### config.mk
export PLATFORM = sky130hd
export DESIGN_NAME = ccd_frame_capture_flat
export DESIGN_NICKNAME = d
export VERILOG_FILES = /design/src/rtl/ccd_frame_capture_pkg.sv /design/src/rtl/ccd_frame_capture_if.sv /design/src/rtl/ccd_frame_capture_pixel_xy_counter.sv /design/src/rtl/ccd_frame_capture.sv /design/src/flat_wrapper.sv
export SDC_FILE = /design/constraint.sdc
export NUM_CORES = 1
export LEC_CHECK = 0
export ABC_AREA = 1
export CORE_MARGIN = 10
export CORE_UTILIZATION = 45
export DETAILED_ROUTE_END_ITERATION = 12
export PLACE_DENSITY = 0.72
export SLEW_MARGIN = 25
export SYNTH_ARGS = -nofsm -noshare
export SYNTH_HDL_FRONTEND = slang
export SYNTH_SLANG_ARGS = --single-unit
### constraint.sdc
create_clock -name clk -period 2.4 [get_ports clk]
set_clock_uncertainty 0.05 [all_clocks]
set_input_delay 0.48 -clock clk [delete_from_list [all_inputs] [get_ports clk]]
set_output_delay 0.48 -clock clk [all_outputs]
set_load 0.05 [all_outputs]
### src/rtl/ccd_frame_capture_pkg.sv
// ccd_frame_capture_pkg: shared widths, default frame geometry and capture state encoding
package ccd_frame_capture_pkg;
   localparam int PIX_W        = 12;
   localparam int CNT_W        = 11;
   localparam int H_ACTIVE_DEF = 1280;
   localparam int V_ACTIVE_DEF = 960;
   localparam logic [1:0] ST_IDLE   = 2'd0;
   localparam logic [1:0] ST_ARMED  = 2'd1;
   localparam logic [1:0] ST_ACTIVE = 2'd2;
   typedef logic [PIX_W-1:0] pix_t;
   typedef logic [CNT_W-1:0] cnt_t;
endpackage

### src/rtl/ccd_frame_capture_if.sv
// ccd_frame_capture_if: sensor bus, run control and captured pixel stream
interface ccd_frame_capture_if;
   import ccd_frame_capture_pkg::*;
   pix_t        raw;
   logic        fval;
   logic        lval;
   logic        start;
   logic        stop;
   pix_t        pix;
   logic        dval;
   cnt_t        x;
   cnt_t        y;
   logic [31:0] frame_cnt;
   logic        sync_err;
   modport master (output raw, fval, lval, start, stop, input pix, dval, x, y, frame_cnt, sync_err);
   modport slave  (input raw, fval, lval, start, stop, output pix, dval, x, y, frame_cnt, sync_err);
endinterface

### src/rtl/ccd_frame_capture_pixel_xy_counter.sv
// pixel_xy_counter: column/row position of the next emitted pixel, with line wrap, row saturation and end-of-line resync
module pixel_xy_counter
   import ccd_frame_capture_pkg::*;
#(
   parameter int H_ACTIVE = H_ACTIVE_DEF,
   parameter int V_ACTIVE = V_ACTIVE_DEF
) (
   input  logic clk,
   input  logic rst_n,
   input  logic clr,
   input  logic inc,
   input  logic eol,
   output cnt_t x,
   output cnt_t y
);
   localparam cnt_t X_LAST = cnt_t'(H_ACTIVE - 1);
   localparam cnt_t Y_LAST = cnt_t'(V_ACTIVE - 1);
   // a line ends either at the last column or when the sensor drops line-valid early
   always_ff @(posedge clk or negedge rst_n) begin
      if (!rst_n) begin
         x <= '0;
         y <= '0;
      end else if (clr) begin
         x <= '0;
         y <= '0;
      end else if (inc) begin
         x <= (eol || x == X_LAST) ? '0 : x + 1'b1;
         y <= (eol || x == X_LAST) ? ((y == Y_LAST) ? y : y + 1'b1) : y;
      end
   end
endmodule

### src/rtl/ccd_frame_capture.sv
// ccd_frame_capture: gates whole Bayer frames under start/stop control and tags pixels with X/Y;
// define CAPTURE_SYNC_ERR_EN to build the sticky line-length error flag
module ccd_frame_capture
   import ccd_frame_capture_pkg::*;
#(
   parameter int H_ACTIVE = H_ACTIVE_DEF,
   parameter int V_ACTIVE = V_ACTIVE_DEF
) (
   input logic              clk,
   input logic              rst_n,
   ccd_frame_capture_if.slave bus
);
   logic [1:0] state, state_nx;
   pix_t       m_data, d2;
   logic       m_fval, m_lval, fval_q, lval2, stop_pending;
   logic       rise, fall, enter, inc, eol;
   cnt_t       cx, cy;
   // input stage plus one alignment stage so the pixel lines up with the state it is judged against;
   // frame-valid history resets high so a frame already running at reset release never looks like a new one
   always_ff @(posedge clk or negedge rst_n) begin
      if (!rst_n) begin
         m_data <= '0;
         m_fval <= 1'b1;
         m_lval <= 1'b0;
         fval_q <= 1'b1;
         d2     <= '0;
         lval2  <= 1'b0;
      end else begin
         m_data <= bus.raw;
         m_fval <= bus.fval;
         m_lval <= bus.lval;
         fval_q <= m_fval;
         d2     <= m_data;
         lval2  <= m_lval;
      end
   end
   // edge detection and next state; stop beats start and beats a frame start while armed
   always_comb begin
      rise     = m_fval & ~fval_q;
      fall     = ~m_fval & fval_q;
      state_nx = (state == ST_IDLE)   ? ((bus.start && !bus.stop) ? ST_ARMED : ST_IDLE) :
                 (state == ST_ARMED)  ? (bus.stop ? ST_IDLE : (rise ? ST_ACTIVE : ST_ARMED)) :
                 (state == ST_ACTIVE) ? (!fall ? ST_ACTIVE : ((stop_pending || bus.stop) ? ST_IDLE : ST_ARMED)) :
                 ST_IDLE;
      enter    = (state == ST_ARMED) && (state_nx == ST_ACTIVE);
      inc      = (state == ST_ACTIVE) && lval2;
      eol      = lval2 && !m_lval;
   end
   // run control: a stop during a frame is remembered and honoured at frame end
   always_ff @(posedge clk or negedge rst_n) begin
      if (!rst_n) begin
         state         <= ST_IDLE;
         stop_pending  <= 1'b0;
         bus.frame_cnt <= '0;
      end else begin
         state         <= state_nx;
         stop_pending  <= (state == ST_ACTIVE) && !fall && (stop_pending || bus.stop);
         bus.frame_cnt <= bus.frame_cnt + {31'd0, enter};
      end
   end
   pixel_xy_counter #(.H_ACTIVE(H_ACTIVE), .V_ACTIVE(V_ACTIVE)) u_xy (
      .clk  (clk),
      .rst_n(rst_n),
      .clr  (enter),
      .inc  (inc),
      .eol  (eol),
      .x    (cx),
      .y    (cy)
   );
   // output register; coordinates hold between pixels
   always_ff @(posedge clk or negedge rst_n) begin
      if (!rst_n) begin
         bus.dval <= 1'b0;
         bus.pix  <= '0;
         bus.x    <= '0;
         bus.y    <= '0;
      end else begin
         bus.dval <= inc;
         if (inc) begin
            bus.pix <= d2;
            bus.x   <= cx;
            bus.y   <= cy;
         end
      end
   end
`ifdef CAPTURE_SYNC_ERR_EN
   logic armed_start, err;
   // a line is bad when its end and the last column disagree; cleared only by a start-initiated capture
   always_ff @(posedge clk or negedge rst_n) begin
      if (!rst_n) begin
         armed_start <= 1'b0;
         err         <= 1'b0;
      end else begin
         armed_start <= (state == ST_IDLE && state_nx == ST_ARMED) ? 1'b1 : (enter ? 1'b0 : armed_start);
         err         <= (enter && armed_start) ? 1'b0 : (err | (inc && (eol != (cx == cnt_t'(H_ACTIVE - 1)))));
      end
   end
   assign bus.sync_err = err;
`else
   assign bus.sync_err = 1'b0;
`endif
endmodule

### src/flat_wrapper.sv
// flat-port wrapper written by rule: the top's interface ports become plain ports
module ccd_frame_capture_flat import ccd_frame_capture_pkg::*;
#(
   parameter int H_ACTIVE = H_ACTIVE_DEF,
   parameter int V_ACTIVE = V_ACTIVE_DEF
)
  (clk, rst_n, bus_raw, bus_fval, bus_lval, bus_start, bus_stop, bus_pix, bus_dval, bus_x, bus_y, bus_frame_cnt, bus_sync_err);
  ccd_frame_capture_if bus_i ();
  input logic clk;
  input logic rst_n;
  input wire logic [$bits(bus_i.raw)-1:0] bus_raw;
  input wire logic [$bits(bus_i.fval)-1:0] bus_fval;
  input wire logic [$bits(bus_i.lval)-1:0] bus_lval;
  input wire logic [$bits(bus_i.start)-1:0] bus_start;
  input wire logic [$bits(bus_i.stop)-1:0] bus_stop;
  output wire logic [$bits(bus_i.pix)-1:0] bus_pix;
  output wire logic [$bits(bus_i.dval)-1:0] bus_dval;
  output wire logic [$bits(bus_i.x)-1:0] bus_x;
  output wire logic [$bits(bus_i.y)-1:0] bus_y;
  output wire logic [$bits(bus_i.frame_cnt)-1:0] bus_frame_cnt;
  output wire logic [$bits(bus_i.sync_err)-1:0] bus_sync_err;
  assign bus_i.raw = bus_raw;
  assign bus_i.fval = bus_fval;
  assign bus_i.lval = bus_lval;
  assign bus_i.start = bus_start;
  assign bus_i.stop = bus_stop;
  assign bus_pix = bus_i.pix;
  assign bus_dval = bus_i.dval;
  assign bus_x = bus_i.x;
  assign bus_y = bus_i.y;
  assign bus_frame_cnt = bus_i.frame_cnt;
  assign bus_sync_err = bus_i.sync_err;
  ccd_frame_capture #(.H_ACTIVE(H_ACTIVE), .V_ACTIVE(V_ACTIVE)) u_core (.clk(clk), .rst_n(rst_n), .bus(bus_i));
endmodule
==> results.py, run 1 <==
metrics = {
    "sta": {
        "finalMaxSlewViolations": 0,
        "setup_violations": 0,
        "fin_crit_ns": 2.30,
        "setup_tns_ns": 0,
        "period_share_pct": 95.9,
        "hold_viol_final": 0,
        "tightest_slew_ns": 0.575,
        "rsz0062_at_grt": "false",
        "timing.final.ws_setup_ns": 0.0995,
        "slew_headroom_pct": 61.6,
        "max_freq_mhz": 435,
    },
    "worst_setup_path": {
        "slowest_delay_ns": 0.87,
        "cp_cell_sequence": "clkdlybuf4s50_1",
        "worst_setup_path_end_kind": "output pin",
        "crit_slowest_cell": "clkdlybuf4s50_1",
        "cp_top_family": "buffers and inverters",
        "worstSetupPathType": "register to output pin",
        "worstPathRequired_ns": 1.87,
        "worstSetupStartpointType": "register",
        "cp_max_fo": 7,
        "worstPathArrival_ns": 1.77,
        "path_buf_inv": 1,
    },
    "pwr": {
        "pwr-share-comb_pct": 29.5,
        "p_switching_w": 0.00272,
        "power_leakage_nw": 3.38,
        "clkPwrFrac_pct": 34.7,
        "p_sw_share_pct": 35.8,
        "internal_power_w": 0.00488,
        "power_frac_seq_pct": 35.8,
        "irDropWorstVdd_uv": 728,
        "powerDensity_mw_per_mm2": 1090,
    },
    "hold_path": {
        "hold_path.class": "input pin to async pin",
    },
    "grt": {
        "grt_pass1_vias": 4218,
        "antenna_found_initial": 0,
        "grtUsageTotal_pct": 15.7,
        "gr-total-overflow": 0,
        "grt_pass1_wl_mm": 20.9,
        "grt_max_degree": 44,
    },
    "logic_synthesis": {
        "synthFlopType": "dfrtp_1",
        "syn_inst": 592,
        "yosys-top-cells-area": "dfrtp_1 57%, nand2_1 15%, nor2_1 4.9%, inv_1 4.0%, xor2_1 3.7%",
        "syn_area_per_cell_um2": 8.76,
        "synth-seq-area-share_pct": 57.9,
        "yosysUniqueCellTypes": 29,
        "yosys_register_bits": 120,
        "yosysTopAreaCell": "dfrtp_1",
        "netlist_area_mm2": 0.00519,
        "yosys_warnings": 0,
        "post-synth-top-area-fraction_pct": 56.9,
        "synth_edf_count": 0,
        "synth_nets": 614,
        "synthArstFlopShare_pct": 100,
    },
    "drt": {
        "via_per_inst": 4.91,
        "drt-total-wl_mm": 12.3,
        "num_vias": 4216,
        "drc": 0,
        "dr.pass1.iters": 5,
        "drt-initial-drc-count": 309,
        "wire_per_inst_um": 14.4,
        "ant_nets": 0,
    },
    "cts": {
        "htree_levels": 4,
        "cts_buffers": 17,
        "clock_latency_ns": 0.41,
        "root_buffer": "clkbuf_16",
        "numClockSinks": 120,
        "cts_hold_buffers": 0,
        "tritoncts": "done",
        "clockBufferDepth": 2,
        "clk_pin_slew_ns": 0.06,
        "postCtsSetupBuffers": 0,
    },
    "outcome": {
        "status": "finished clean",
    },
    "placed_design": {
        "io_buffers": 84,
        "place_hpwl_mm": 8.80,
        "finalWeightedCongestion": 0.881,
        "post-place-ws_ns": -0.243,
    },
    "die": {
        "ios": 86,
        "die_w_um": 127,
        "rows": 39,
        "core_mm2": 0.0114,
        "start_util_pct": 45.6,
        "dieHeight_um": 127,
        "die_area_mm2": 0.0162,
    },
    "flow_run": {
        "cap_violations": 0,
    },
    "finish": {
        "utilization_pct": 61.1,
        "insertedDiodeCount": 0,
        "fin_nets": 725,
        "syn_to_final_growth_pct": 33.9,
        "drive_above_1_share_pct": 10.1,
    },
}
## cell type report
class,instances,area [um^2]
fillers,961,4420
inverters,56,210
clock buffers,18,439
clock inverters,13,178
well taps,143,179
multi-input cells,404,1920
flip-flops and latches,120,3010
repair buffers,104,1010
## logic make-up (layout without fill, tap and decap cells)
family | count (synthesis) | after routing | share of synthesized area (%)
AO/OA/AOI/OAI | 34 | 34 | 3.40
XOR/XNOR | 29 | 29 | 4.90
adder cells (fa/ha/maj) | 4 | 4 | 0.965
buffers and inverters | 68 | 191 | 5.35
flip-flops | 120 | 120 | 57.9
other | 1 | 1 | 0.0723
AND/OR/NAND/NOR | 336 | 336 | 27.4
## final timing paths
path / start / end / slack (ns) / depth (start not counted)
setup reg to reg: u_core.m_fval$_DFF_PN1_ / u_core.bus.frame_cnt[18]$_DFF_PN0_ / 0.21 / 10
max in group asynchronous: rst_n / u_core.fval_q$_DFF_PN1_ / 1.63 / 2
setup / recovery: u_core.bus.frame_cnt[24]$_DFF_PN0_ / bus_frame_cnt[24] / 0.1 / 1
min in group clk: u_core.m_data[9]$_DFF_PN0_ / u_core.d2[9]$_DFF_PN0_ / 0.29 / 0
hold reg to reg: u_core.m_data[9]$_DFF_PN0_ / u_core.d2[9]$_DFF_PN0_ / 0.29 / 0
hold / removal: rst_n / u_core.state[1]$_DFF_PN0_ / 0.02 / 1
## routing by layer
metal | share of wire, % | track usage (%) | wire, um | vias to the layer above
li1 | - | - | - | 2074
met3 | 7.1 | 5.87 | 877 | 11
met1 | 45 | 20.0 | 5500 | 2007
met2 | 47 | 24.1 | 5850 | 124
met5 | 0 | 0 | 0 | -
met4 | 1.0 | 5.43 | 123 | 0
## power by group through the flow
stage,Clock (W),Combinational (W),Sequential [W]
after floorplan,0,0.000716,0.00348
after global placement,0,0.00219,0.00273
after detailed placement,0,0.00224,0.00275
after CTS,0.00268,0.00226,0.00272
after global routing,0.00277,0.00243,0.00279
final,0.00263,0.00224,0.00272
## synth_stat cells, types with 2 or more instances
cell type	number
a21oi_1	6
buf_2	6
buf_4	2
clkbuf_1	3
dfrtp_1	118
dfstp_2	2
ha_1	4
inv_1	55
nand2_1	202
nand2_2	3
nand2_4	3
nand3_1	19
nand3_2	2
nand3b_1	5
nand4_1	13
nor2_1	68
nor2_2	5
nor3_1	13
o21ai_0	26
xnor2_1	7
xor2_1	22
## worst reg2reg max path, cell delays in order (launching register included)
cell     delay (ns)
dfstp_2        0.56
nand3_1        0.14
nor2_4         0.16
ha_2           0.22
ha_1           0.19
nand3_2        0.11
nor2_4         0.13
nand2_2        0.09
nor2_1         0.16
nand3_1        0.12
xnor2_1        0.15
## state kept, by name (all words and copies together) (netlist names), 11 cells and up
register	flops
u_core.bus.x	11
u_core.u_xy.x	11
u_core.bus.pix	12
u_core.bus.frame_cnt	32
u_core.bus.y	11
u_core.d2	12
u_core.u_xy.y	11
u_core.m_data	12
## stage by stage
| step | hold WS [ns] | instance area, um^2 | instances | total power, W |
|---|---|---|---|---|
| floorplan | 0.134 | 5190 | 592 | 0.00420 |
| global placement | 0.282 | 6320 | 827 | 0.00492 |
| detailed placement | 0.285 | 6320 | 827 | 0.00499 |
| CTS | 0.0319 | 6940 | 858 | 0.00766 |
| global route | 0.0546 | 6950 | 858 | 0.00800 |
| finish | 0.0203 | 6950 | 858 | 0.00760 |
## layout by cell type (no fill, tap or decap), types with 6 or more instances in the layout
master           count
nand4_1             13
buf_4               19
clkdlybuf4s50_1     83
xnor2_1              7
clkbuf_16           17
nand3_1             19
xor2_1              22
nand2_1            201
nor2_1              67
o21ai_0             26
dfrtp_1            118
a21oi_1              6
inv_1               55
nor3_1              13
## repair_timing
| action | 4_1_cts | 5_1_grt |
|---|---|---|
| endpoints found under the setup margin | 0 | 6 |
| resized for setup | 0 | 3 |
| endpoints found under the hold margin | 0 | 0 |
No activity file was read; power rests on OpenSTA's default activity.
==> inputs of run 2 (changes only) <==
ABC_AREA = 0   (was 1)
CTS_CLUSTER_SIZE = 20   (was not set)
PLACE_DENSITY = 0.73   (was 0.72)
==> run 2 against run 1 <==
Compared with the run above: cell count decreased by 20%; global-route usage down 1.2 points; via count shrank 21%; non-clock buffer count fell by 6; combinational power shrank 21%; largest cell class unchanged; final area is 8.0% lower; clock power down 6%; synthesized cell count decreased by 27%; critical path depth is the same.
==> results.py, run 2 <==
metrics = {
    "outcome": {
        "status": "finished clean",
    },
    "pwr": {
        "power_leakage_nw": 3.02,
        "powerDensity_mw_per_mm2": 1070,
        "irDropWorstVdd_uv": 801,
    },
    "sta": {
        "fin_crit_ns": 2.34,
        "slew_headroom_pct": 63.5,
        "setup_tns_ns": 0,
        "setup_violations": 0,
        "tightest_slew_ns": 0.545,
        "hold_viol_final": 0,
        "whs_ns": 0.294,
        "rsz0062_at_grt": "false",
        "period_share_pct": 97.4,
        "finalMaxSlewViolations": 0,
        "max_freq_mhz": 428,
    },
    "die": {
        "ios": 86,
        "die_area_mm2": 0.0149,
        "start_util_pct": 45.7,
        "core_mm2": 0.0102,
        "dieHeight_um": 122,
        "rows": 37,
        "die_w_um": 122,
    },
    "finish": {
        "utilization_pct": 62.5,
        "drive_above_1_share_pct": 12.0,
        "final_common_cell": "nand2_1",
        "insertedDiodeCount": 0,
        "largest_reg_flops": 32,
        "postLayoutCellArea_mm2": 0.00639,
        "syn_to_final_growth_pct": 36.8,
        "largest_register": "u_core.bus.frame_cnt",
        "fin_nets": 557,
        "final_cell_mix": "120 x nand2_1, 118 x dfrtp_1, 79 x clkdlybuf4s50_1",
    },
    "cts": {
        "clock_latency_ns": 0.51,
        "clk_pin_slew_ns": 0.06,
        "numClockSinks": 120,
        "clockBufferDepth": 2,
        "postCtsSetupBuffers": 0,
        "htree_levels": 4,
        "tritoncts": "done",
        "root_buffer": "clkbuf_8",
        "cts_buffers": 17,
    },
    "drt": {
        "num_vias": 3318,
        "drt-initial-drc-count": 190,
        "wire_per_inst_um": 14.4,
        "drc": 0,
        "dr.pass1.iters": 4,
        "via_per_inst": 4.85,
        "drt-total-wl_mm": 9.86,
        "ant_nets": 0,
    },
    "logic_synthesis": {
        "synth_edf_count": 0,
        "synthTopCellsByCount": "121 x nand2_1, 118 x dfrtp_1, 31 x xnor2_1",
        "synthFlopType": "dfrtp_1",
        "syn_inst": 430,
        "yosys_warnings": 0,
        "syn_area_per_cell_um2": 10.9,
        "yosysUniqueCellTypes": 40,
        "post-synth-top-area-fraction_pct": 63.2,
        "netlist_area_mm2": 0.00467,
        "yosys-top-cells-area": "dfrtp_1 63%, nand2_1 9.7%, xnor2_1 5.8%, nor2_1 2.4%, nand3_1 1.9%",
        "synth_most_common_cell": "nand2_1",
        "yosys_register_bits": 120,
        "synth_nets": 452,
        "yosysTopAreaCell": "dfrtp_1",
        "synthArstFlopShare_pct": 100,
        "synth-seq-area-share_pct": 64.3,
    },
    "worst_setup_path": {
        "crit_slowest_cell": "clkdlybuf4s50_1",
        "cp_max_fo": 5,
        "cp_top_family": "buffers and inverters",
        "rrSetupSlack_ns": 0.17,
        "crit_end": "bus_frame_cnt[11]",
        "startpoint": "u_core.bus.frame_cnt[11]$_DFF_PN0_",
        "worstPathArrival_ns": 1.81,
        "crit_cells": 1,
        "worstSetupPathType": "register to output pin",
        "cp_cell_sequence": "clkdlybuf4s50_1",
        "path_buf_inv": 1,
        "worstSetupStartpointType": "register",
        "reg2reg_from": "u_core.m_fval$_DFF_PN1_",
        "slowest_delay_ns": 0.85,
        "reg2regPathDepth": 9,
        "worst_setup_path_end_kind": "output pin",
        "reg2reg_to": "u_core.bus.frame_cnt[18]$_DFF_PN0_",
        "worstPathRequired_ns": 1.87,
    },
    "hold_path": {
        "hold_path.class": "register to register",
    },
    "grt": {
        "grtUsageTotal_pct": 14.6,
        "antenna_found_initial": 0,
        "gr-total-overflow": 0,
        "grt_pass1_vias": 3530,
        "grt_pass1_wl_mm": 17.3,
        "grt_max_degree": 51,
    },
    "placed_design": {
        "finalWeightedCongestion": 0.782,
        "post_dp_cell_area_mm2": 0.00578,
        "io_buffers": 84,
        "place_hpwl_mm": 6.97,
    },
    "flow_run": {
        "cap_violations": 0,
    },
}
[run 2: changes by cell type after synthesis, moves of 6 or more]
cell and delta:
nand2_1 -81, inv_1 -44, nor2_1 -38, xnor2_1 +24, o21ai_0 -17, xor2_1 -12, nor3_1 -8, buf_2 -6
clkbuf_1 +6, or3_1 +6
[run 2: stage by stage]
step	cells	setup slack (ns)	total power [W]
2_1_floorplan	430	0.0185	0.00373
3_3_place_gp	651	-0.0743	0.00440
3_5_place_dp	651	-0.118	0.00444
4_1_cts	684	0.0171	0.00696
5_1_grt	684	0.000684	0.00721
6_report	684	0.0633	0.00686
[run 2: worst min-delay path by stage]
stage                           startpoint                        end  slack (ns)  cells past startpoint
2_1_floorplan                        rst_n  u_core.bus.dval$_DFF_PN0_        0.13                      0
3_3_place_gp   u_core.m_data[10]$_DFF_PN0_    u_core.d2[10]$_DFF_PN0_        0.28                      0
3_5_place_dp    u_core.m_data[0]$_DFF_PN0_     u_core.d2[0]$_DFF_PN0_        0.28                      0
4_1_cts         u_core.m_data[5]$_DFF_PN0_     u_core.d2[5]$_DFF_PN0_        0.29                      0
5_1_grt         u_core.m_data[7]$_DFF_PN0_     u_core.d2[7]$_DFF_PN0_        0.30                      0
6_report        u_core.m_data[5]$_DFF_PN0_     u_core.d2[5]$_DFF_PN0_        0.29                      0
[run 2: repair_timing]
item / 4_1_cts / 5_1_grt
hold buffers: 1 / 0
endpoints found under the setup margin: 0 / 13
hold endpoints to repair: 31 / 0
gates resized for setup: 0 / 7
[run 2: final cells by class]
cell class | count | area (um^2)
clock buffer | 17 | 414
clock inverter | 15 | 178
fill | 828 | 3840
inverter | 11 | 41.3
multi-input combinational | 287 | 1600
sequential | 120 | 3010
tap | 136 | 170
timing repair buffer | 98 | 981
[run 2: per-layer routing]
metal,track usage [%],wire length (um),part of all wire (%),vias up
met4,4.69,89,0.90,0
li1,-,-,-,1623
met5,0,0,0,-
met2,22.2,4750,48,74
met1,18.2,4270,43,1612
met3,6.43,750,7.6,9
[run 2: kinds of logic after synthesis]
| group | Yosys count | share of synthesized area [%] |
|---|---|---|
| DFF | 120 | 64.3 |
| other | 1 | 0.0802 |
| AOI/OAI and AO/OA | 23 | 3.19 |
| buffers and inverters | 23 | 2.14 |
| xor gates and xnor gates | 41 | 7.68 |
| adders and majority gates | 4 | 1.07 |
| and+or+nand+nor | 217 | 21.3 |
| muxes | 1 | 0.214 |
[run 2: worst register-to-register path: cells and delay by family (launching register included)]
kind / cells / cell delay [ns]
AND/OR/NAND/NOR: 5 / 0.92
XOR/XNOR: 1 / 0.14
adder cells (fa/ha/maj): 2 / 0.37
buffers and inverters: 1 / 0.09
flip-flops: 1 / 0.55
[run 2: power by group]
part / internal, W / total [W] / switching, W
Combinational: 0.000572 / 0.00176 / 0.00118
Clock: 0.00158 / 0.00248 / 0.000901
Sequential: 0.00236 / 0.00263 / 0.000267
==> inputs of run 3 (changes only) <==
PLACE_DENSITY = 0.74   (was 0.73)
SLEW_MARGIN = not set   (was 25)
==> run 3 against run 2 <==
Compared with the run above: count of clock-buffer cells in the layout increased by 2; first-iteration DRC count increased by 22%; die area unchanged; hold slack got worse by 0.28 ns; total power decreased by 2.4%; sequential power about the same; final area decreased by 0.96%; global-route usage decreased by 0.32 points.
==> results.py, run 3 (synthesis results as in run 2) <==
metrics = {
    "outcome": {
        "status": "finished clean",
    },
    "die": {
        "rows": 37,
        "ios": 86,
        "die_w_um": 122,
        "dieHeight_um": 122,
        "start_util_pct": 45.7,
        "die_area_mm2": 0.0149,
        "core_mm2": 0.0102,
    },
    "sta": {
        "timing.final.ws_setup_ns": 0.0702,
        "max_freq_mhz": 429,
        "slew_headroom_pct": 58.5,
        "period_share_pct": 97.1,
        "tightest_slew_ns": 0.622,
        "rsz0062_at_grt": "true",
        "finalMaxSlewViolations": 0,
        "setup_violations": 0,
        "fin_crit_ns": 2.33,
        "hold_viol_final": 0,
        "setup_tns_ns": 0,
    },
    "worst_setup_path": {
        "crit_slowest_cell": "clkdlybuf4s50_1",
        "worstPathRequired_ns": 1.87,
        "path_buf_inv": 1,
        "cp_max_fo": 5,
        "worst_setup_path_end_kind": "output pin",
        "worstPathArrival_ns": 1.80,
        "slowest_delay_ns": 0.85,
        "cp_top_family": "buffers and inverters",
        "cp_cell_sequence": "clkdlybuf4s50_1",
        "worstSetupStartpointType": "register",
        "worstSetupPathType": "register to output pin",
    },
    "placed_design": {
        "finalWeightedCongestion": 0.762,
        "post-place-ws_ns": -0.143,
        "io_buffers": 84,
        "place_hpwl_mm": 6.78,
    },
    "pwr": {
        "power_leakage_nw": 2.97,
        "irDropWorstVdd_uv": 544,
        "powerDensity_mw_per_mm2": 1060,
    },
    "drt": {
        "drt-initial-drc-count": 231,
        "ant_nets": 0,
        "wire_per_inst_um": 14.4,
        "drt-total-wl_mm": 9.86,
        "dr.pass1.iters": 4,
        "drc": 0,
        "via_per_inst": 4.87,
        "num_vias": 3324,
    },
    "grt": {
        "antenna_found_initial": 0,
        "grt_max_degree": 121,
        "grt_pass1_wl_mm": 17.1,
        "grtUsageTotal_pct": 14.2,
        "grt_pass1_vias": 3452,
        "gr-total-overflow": 0,
    },
    "finish": {
        "final_common_cell": "nand2_1",
        "regArea_mm2": 0.00301,
        "syn_to_final_growth_pct": 35.5,
        "drive_above_1_share_pct": 11.7,
        "insertedDiodeCount": 0,
        "utilization_pct": 61.9,
        "multiInputGateArea_mm2": 0.00161,
        "fin_nets": 556,
        "largest_register": "u_core.bus.frame_cnt",
        "largest_reg_flops": 32,
        "fillers": 862,
        "final_cell_mix": "120 x nand2_1, 118 x dfrtp_1, 81 x clkdlybuf4s50_1",
    },
    "cts": {
        "htree_levels": 4,
        "tritoncts": "done",
        "root_buffer": "clkbuf_8",
        "clk_pin_slew_ns": 0.06,
        "clock_latency_ns": 0.50,
        "numClockSinks": 120,
        "cts_buffers": 17,
        "cts_hold_buffers": 0,
        "clockBufferDepth": 2,
    },
    "flow_run": {
        "cap_violations": 0,
    },
    "hold_path": {
        "hold_path.class": "input pin to async pin",
    },
}
-- run 3: power breakdown --
part           internal (W)  switching (W)  leakage [nW]
clock               0.00141       0.000906         0.276
sequential          0.00236       0.000262          1.54
combinational      0.000569        0.00119          1.15
total               0.00434        0.00236          2.97
-- run 3: layer usage --
metal	track usage, %	wire length (um)
met3	5.83	709
met2	22.8	4750
met4	4.69	79
met5	0	0
met1	17.1	4320
-- run 3: worst paths after layout --
path	startpoint	end	slack [ns]	cells after the start
worst max-delay path	u_core.bus.frame_cnt[11]$_DFF_PN0_	bus_frame_cnt[11]	0.07	1
worst max register to register	u_core.m_fval$_DFF_PN1_	u_core.bus.frame_cnt[18]$_DFF_PN0_	0.17	9
worst min-delay path	rst_n	u_core.bus.x[9]$_DFFE_PN0P_	0.01	2
max in group asynchronous	rst_n	u_core.bus.frame_cnt[2]$_DFF_PN0_	1.83	2
min in group clk	u_core.m_data[2]$_DFF_PN0_	u_core.d2[2]$_DFF_PN0_	0.30	0
worst min register to register	u_core.m_data[2]$_DFF_PN0_	u_core.d2[2]$_DFF_PN0_	0.30	0
-- run 3: area by class of cell --
type	count	share of cell area (%)
timing repair buffer	97	15.1
clock buffer	19	6.82
multi-input combinational	287	25.4
sequential	120	47.5
tap	136	2.69
inverter	11	0.652
clock inverter	13	1.96
-- run 3: timing repair --
| item | CTS | global route |
|---|---|---|
| setup endpoints to repair | 0 | 13 |
| resized for setup | 0 | 5 |
| buffers inserted | 0 | 1 |
-- run 3: through the flow --
step                hold WS (ns)  std cells  area, um^2  total power (W)
finish                    0.0108        683        6330          0.00670
detailed placement         0.286        650        5760          0.00443
CTS                       0.0393        682        6310          0.00678
floorplan                  0.134        430        4710          0.00373
global route              0.0646        683        6330          0.00703
global placement           0.282        650        5760          0.00440
